<file path="config.mk">
export PLATFORM = sky130hd
export DESIGN_NAME = mem_word_ctrl
export DESIGN_NICKNAME = d
export VERILOG_FILES = /design/src/rtl/mem_word_ctrl_pkg.sv /design/src/rtl/mem_word_ctrl_decoder.sv /design/src/rtl/mem_word_ctrl.sv
export SDC_FILE = /design/constraint.sdc
export NUM_CORES = 1
export LEC_CHECK = 0
export BUFFER_PORTS_ARGS = -buffer_cell sky130_fd_sc_hd__buf_2
export CAP_MARGIN = 10
export CORE_MARGIN = 4
export CORE_UTILIZATION = 45
export CTS_CLUSTER_SIZE = 20
export DETAILED_ROUTE_END_ITERATION = 8
export PLACE_DENSITY = 0.87
export SYNTH_ARGS = -nofsm -noshare
export SYNTH_HDL_FRONTEND = slang
export SYNTH_SLANG_ARGS = --single-unit
export TNS_END_PERCENT = 1
</file>
<file path="constraint.sdc">
create_clock -name clk -period 2.79 [get_ports clk]
set_clock_uncertainty 0.15 [all_clocks]
set_input_delay 0.6975 -clock clk [delete_from_list [all_inputs] [get_ports clk]]
set_output_delay 0.6975 -clock clk [all_outputs]
set_load 0.05 [all_outputs]
</file>
<file path="src/rtl/mem_word_ctrl_pkg.sv">
// ============================================================================
// Module  : mem_word_ctrl_pkg
// Brief   : Shared types and constants for the word-array access controller.
//           The write-verify states exist only when
//           MEM_WORD_CTRL_WRITE_VERIFY_EN is defined.
// Revision: 1.0 - initial release
// ============================================================================
`default_nettype none

package mem_word_ctrl_pkg;

    localparam int ADDR_W_DEF = 4;
    localparam int DATA_W_DEF = 8;

    // Polarity of the shared RW line into the word array
    localparam logic RW_READ  = 1'b1;
    localparam logic RW_WRITE = 1'b0;

    typedef enum logic [2:0] {
        ST_IDLE     = 3'd0,
        ST_SETUP    = 3'd1,
        ST_STROBE   = 3'd2,
        ST_RELEASE  = 3'd3,
        ST_RESP     = 3'd4
`ifdef MEM_WORD_CTRL_WRITE_VERIFY_EN
        ,
        ST_VSETUP   = 3'd5,
        ST_VSTROBE  = 3'd6,
        ST_VRELEASE = 3'd7
`endif
    } state_t;

endpackage

`default_nettype wire

</file>
<file path="src/rtl/mem_word_ctrl_decoder.sv">
// ============================================================================
// Module  : mem_addr_decoder
// Brief   : Combinational address to one-hot word select with enable.
//           Output is all-zero when the enable is low.
// Revision: 1.0 - initial release
// ============================================================================
`default_nettype none

module mem_addr_decoder #(
    parameter  int ADDR_W = 4,
    localparam int WORDS  = 2**ADDR_W
) (
    input  logic [ADDR_W-1:0] addr_i,
    input  logic              en_i,
    output logic [WORDS-1:0]  sel_o
);

    // One bit set for the addressed word, only while enabled
    always_comb begin
        sel_o = '0;
        if (en_i) begin
            sel_o[addr_i] = 1'b1;
        end
    end

endmodule

`default_nettype wire

</file>
<file path="src/rtl/mem_word_ctrl.sv">
// ============================================================================
// Module  : mem_word_ctrl
// Brief   : Single-outstanding read/write controller in front of the word
//           array. Sequences RW/data setup, a one-cycle select strobe and a
//           release phase, then presents a response over valid/ready.
//           Optional write readback check: MEM_WORD_CTRL_WRITE_VERIFY_EN.
// Revision: 1.0 - initial release
// ============================================================================
`default_nettype none

module mem_word_ctrl
    import mem_word_ctrl_pkg::*;
#(
    parameter  int ADDR_W = ADDR_W_DEF,
    parameter  int DATA_W = DATA_W_DEF,
    localparam int WORDS  = 2**ADDR_W
) (
    input  logic                    clk,
    input  logic                    rst,
    input  logic                    req_valid,
    output logic                    req_ready,
    input  logic                    req_rw,
    input  logic [ADDR_W-1:0]       req_addr,
    input  logic [DATA_W-1:0]       req_wdata,
    output logic                    rsp_valid,
    input  logic                    rsp_ready,
    output logic [DATA_W-1:0]       rsp_rdata,
    output logic                    rsp_err,
    output logic [WORDS-1:0]        mem_sel,
    output logic                    mem_rw,
    output logic [DATA_W-1:0]       mem_din,
    input  logic [WORDS*DATA_W-1:0] mem_dout
);

    state_t              state_q;
    state_t              state_d;
    logic                accept;
    logic                sel_en;
    logic [WORDS-1:0]    sel_d;
    logic [DATA_W-1:0]   rd_word;

    logic                req_ready_q;
    logic                rsp_valid_q;
    logic [DATA_W-1:0]   rsp_rdata_q;
    logic                rw_q;
    logic [ADDR_W-1:0]   addr_q;
    logic [WORDS-1:0]    mem_sel_q;
    logic                mem_rw_q;
    logic [DATA_W-1:0]   mem_din_q;
`ifdef MEM_WORD_CTRL_WRITE_VERIFY_EN
    logic [DATA_W-1:0]   wdata_q;
    logic                rsp_err_q;
`endif

    // Outputs are registered so the strobe is glitch-free at the array.
    // Enable is taken from the next state so the select register is high
    // exactly while the state register holds a strobe state.
`ifdef MEM_WORD_CTRL_WRITE_VERIFY_EN
    assign sel_en = (state_d == ST_STROBE) || (state_d == ST_VSTROBE);
`else
    assign sel_en = (state_d == ST_STROBE);
`endif

    mem_addr_decoder #(
        .ADDR_W (ADDR_W)
    ) u_dec (
        .addr_i (addr_q),
        .en_i   (sel_en),
        .sel_o  (sel_d)
    );

    assign rd_word = mem_dout[int'(addr_q) * DATA_W +: DATA_W];

    // State register
    always_ff @(posedge clk or posedge rst) begin
        if (rst) begin
            state_q <= ST_IDLE;
        end else begin
            state_q <= state_d;
        end
    end

    // Next-state logic and request acceptance
    always_comb begin
        state_d = state_q;
        accept  = 1'b0;
        case (state_q)
            ST_IDLE: begin
                if (req_valid && req_ready_q) begin
                    accept  = 1'b1;
                    state_d = ST_SETUP;
                end
            end
            ST_SETUP:   state_d = ST_STROBE;
            ST_STROBE:  state_d = ST_RELEASE;
            ST_RELEASE: begin
`ifdef MEM_WORD_CTRL_WRITE_VERIFY_EN
                state_d = (rw_q == RW_WRITE) ? ST_VSETUP : ST_RESP;
`else
                state_d = ST_RESP;
`endif
            end
`ifdef MEM_WORD_CTRL_WRITE_VERIFY_EN
            ST_VSETUP:   state_d = ST_VSTROBE;
            ST_VSTROBE:  state_d = ST_VRELEASE;
            ST_VRELEASE: state_d = ST_RESP;
`endif
            ST_RESP: begin
                if (rsp_ready) begin
                    state_d = ST_IDLE;
                end
            end
            default:    state_d = ST_IDLE;
        endcase
    end

    // Request latch, array bus drive, read capture and response registers
    always_ff @(posedge clk or posedge rst) begin
        if (rst) begin
            req_ready_q <= 1'b0;
            rsp_valid_q <= 1'b0;
            rsp_rdata_q <= '0;
            rw_q        <= RW_READ;
            addr_q      <= '0;
            mem_sel_q   <= '0;
            mem_rw_q    <= RW_READ;
            mem_din_q   <= '0;
`ifdef MEM_WORD_CTRL_WRITE_VERIFY_EN
            wdata_q     <= '0;
            rsp_err_q   <= 1'b0;
`endif
        end else begin
            req_ready_q <= (state_d == ST_IDLE);
            rsp_valid_q <= (state_d == ST_RESP);
            mem_sel_q   <= sel_d;
            if (accept) begin
                rw_q        <= req_rw;
                addr_q      <= req_addr;
                mem_rw_q    <= req_rw;
                mem_din_q   <= (req_rw == RW_READ) ? '0 : req_wdata;
                rsp_rdata_q <= '0;
`ifdef MEM_WORD_CTRL_WRITE_VERIFY_EN
                wdata_q     <= req_wdata;
                rsp_err_q   <= 1'b0;
`endif
            end
            if ((state_q == ST_STROBE) && (rw_q == RW_READ)) begin
                rsp_rdata_q <= rd_word;
            end
`ifdef MEM_WORD_CTRL_WRITE_VERIFY_EN
            // Turn the bus around to read only after the write select dropped
            if ((state_q == ST_RELEASE) && (rw_q == RW_WRITE)) begin
                mem_rw_q  <= RW_READ;
                mem_din_q <= '0;
            end
            if (state_q == ST_VSTROBE) begin
                rsp_rdata_q <= rd_word;
                rsp_err_q   <= (rd_word != wdata_q);
            end
`endif
        end
    end

    assign req_ready = req_ready_q;
    assign rsp_valid = rsp_valid_q;
    assign rsp_rdata = rsp_rdata_q;
    assign mem_sel   = mem_sel_q;
    assign mem_rw    = mem_rw_q;
    assign mem_din   = mem_din_q;
`ifdef MEM_WORD_CTRL_WRITE_VERIFY_EN
    assign rsp_err   = rsp_err_q;
`else
    assign rsp_err   = 1'b0;
`endif

endmodule

`default_nettype wire

</file>
==> run metrics <==
postcts setup bufs=0; Clock Sinks=42; WP data arrival=2.06 ns; Period minus WS final=2.01 ns; Worst Setup End Kind=flop; Crit path buffers/inverters=0; Synth async-reset ratio=1.00; CP cell instances=nand2_1 -> nor2_1 -> a22oi_1 -> o211ai_1; slowest cell delay on critical path=0.79 ns; largest net degree at the start of global routing=35; leakage=1.82 nW; GPL Wtd Cong=0.832; Crit path max-delay family=flip-flops; worst hold path class=flop to flop; first-pass GRT wire length=approximately 13,000 um; worst-path fanout max=16; most frequent cells after synthesis=dfrtp_1 (41), mux4_2 (26), nand2_1 (21); relative slew slack=0.535; Post-synth EDFFs=0; clk_lat worst skew=about 0.3 ns; Initial Util=0.463; DR iter-0 viols=between 90 and 100; pwr/cell area=951 nW/um2; Fillers=440; Root Driver=clkbuf_8; core area=5510 um2; Clock Path Buffers=2; Die H=83.3 um; share of layout cells above drive strength 1=0.609; Hold Crit Start=mem_din[6]$_DFFE_PP0P_; RSZ-0062 raised after global routing=false; CTS tree=yes; WS Path Type=flop to flop; ratio of final minimum period to clock period=0.721; vias per cell=5.27; Overall Global Routing Usage=0.230; Seq/Total Area, Yosys=0.413; Hold Buf Count CTS=0; Worst VDD drop=0.000420 V; Critical Path Source Type=flop; ys flop type=dfrtp_1; row cnt=27; number of setup violations in the final report=0; syn nets=341; Die ar.=6930 um2; Synth area leaders=dfrtp_1 (40%), mux4_2 (23%), mux4_1 (6.2%); Residual DRC=0; IO Pins=181; Cell Area, Placed=about 3500 um2; r2r setup slk=0.78 ns; die width=83.3 um; Antenna diodes=0; Remaining Overflow, GRT=0; Worst Path Required=2.84 ns; synthesized area per cell=13.0 um2; vias=2,343; number of library cell types mapped by synthesis=34; post-route cell area=3590 um2; routed length per placed instance=17.9 um; Buffers on Ports=between 150 and 200; number of gates resized after cts=0; crit path max-delay cell type=dfrtp_1; synthesized cell area=2550 um2; Area Growth Syn to Fin=40.8%; Highest Clock Rate=0.497 GHz; Post-Synthesis Cells=between 150 and 200; dpl ws=0.789 ns; Reg-to-Reg End=rsp_rdata[0]$_DFFE_PP0P_; most frequent cell after synthesis=dfrtp_1; FF+latch count, synth=42; PnR worst setup slack=about 0.78 ns; final setup TNS=0 ns; Post-DRT Antenna Nets=0; CTS H-tree lvls=2; Worst Hold End=mem_din[6]$_DFFE_PP0P_; Detail Placement HPWL=6570 um; cells on worst reg2reg path=4; clock transition at the registers of the reported paths=about 0.080 ns; Worst-Margin Slew=between 0.6 and 0.7 ns; reg-to-reg startpoint=addr_q[3]$_DFFE_PP0P_; first-pass detailed-route iteration total=4; status=completed; number of buffers created by CTS=5; vias in the first global route=2,543; maxcap violations=0; share of the synthesized area in the top cell type=0.403; Yosys warning total=0; Total Routed Length=7950 um; Hold Fails Final Rpt=0; initial antenna violation count=0; Hold Path Stages=2; Max Transition Viols Final=0; Yosys top cell by area=dfrtp_1; NumNets Final=517
-- sequential cells by signal (all words and copies together) (netlist names) --
name,flops
mem_rw,1
mem_sel,16
rsp_rdata,8
state_q,3
rsp_valid,1
req_ready,1
addr_q,4
mem_din,8
-- cell families (layout without fill, tap and decap cells) --
family	after synthesis	in the layout	synth area share
AOI/OAI and AO/OA	27	27	0.0687
xor gates and xnor gates	1	1	0.00344
buffers and inverters	16	193	0.0373
DFF	42	42	0.413
muxes	45	45	0.345
other	1	1	0.00147
and+or+nand+nor	64	64	0.131
-- where the power goes --
part           switching [mW]  leakage [nW]  total, mW  internal, mW
sequential              0.211         0.553       1.01         0.802
combinational            1.14          1.22       1.99         0.854
clock                   0.209        0.0472      0.408         0.199
-- layout make-up --
| type | count | area (um2) | area share |
|---|---|---|---|
| Multi-Input combinational cell | 138 | 1400 | 0.390 |
| Sequential cell | 42 | 1050 | 0.293 |
| Timing Repair Buffer | 184 | 946 | 0.264 |
| Tap cell | 72 | 90.1 | 0.0251 |
| Clock buffer | 6 | 82.6 | 0.0230 |
| Clock inverter | 2 | 12.5 | 0.00349 |
| Inverter | 1 | 3.75 | 0.00105 |
-- cell usage in the layout (no fill, tap or decap), types with 2 or more instances in the layout --
master and count:
a22oi_1 8, buf_2 179, buf_4 4, clkbuf_8 6
dfrtp_1 40, mux2_1 3, mux2_2 2, mux2i_1 8
mux4_1 6, mux4_2 26, nand2_1 21, nand2b_1 10
nand3b_1 3, nor2_1 16, nor3_1 3, nor3b_2 2
o211ai_1 8, o21ai_0 2, o21ai_1 9
-- per-stage QoR --
| stage | power [mW] | cells | hold WS (ns) | util |
|---|---|---|---|---|
| after floorplan | 2.58 | 196 | 0.349 | - |
| after global placement | 2.97 | 437 | 0.316 | 0.635 |
| after detailed placement | 3.03 | 437 | 0.321 | 0.635 |
| after CTS | 3.44 | 445 | 0.340 | 0.652 |
| after global routing | 3.62 | 445 | 0.377 | 0.652 |
| final | 3.41 | 445 | 0.335 | 0.652 |
-- routing by layer --
| layer | GRT usage | vias to the layer above | wire length, um |
|---|---|---|---|
| li1 | - | 1096 | - |
| met1 | 0.253 | 1122 | 2800 |
| met2 | 0.437 | 111 | 4430 |
| met3 | 0.0506 | 14 | 586 |
| met4 | 0.0713 | 0 | 136 |
| met5 | 0 | - | 0 |
-- tightest hold or removal path, stage by stage, from the launching register on --
cell	delay, ns
dfrtp_1	0.35
nand2_1	0.05
o21ai_1	0.06
-- how the worst max path moves through the flow --
stage	start	endpoint	slack (ns)	depth (start not counted)
global placement	req_valid	addr_q[2]$_DFFE_PP0P_	0.85	4
finish	addr_q[3]$_DFFE_PP0P_	rsp_rdata[0]$_DFFE_PP0P_	0.78	4
CTS	addr_q[3]$_DFFE_PP0P_	rsp_rdata[0]$_DFFE_PP0P_	0.76	4
global route	addr_q[3]$_DFFE_PP0P_	rsp_rdata[5]$_DFFE_PP0P_	0.56	4
detailed placement	addr_q[3]$_DFFE_PP0P_	rsp_rdata[5]$_DFFE_PP0P_	0.79	4
floorplan	rst	addr_q[0]$_DFFE_PP0P_	0.97	1
Power figures use the tool's default switching activity.
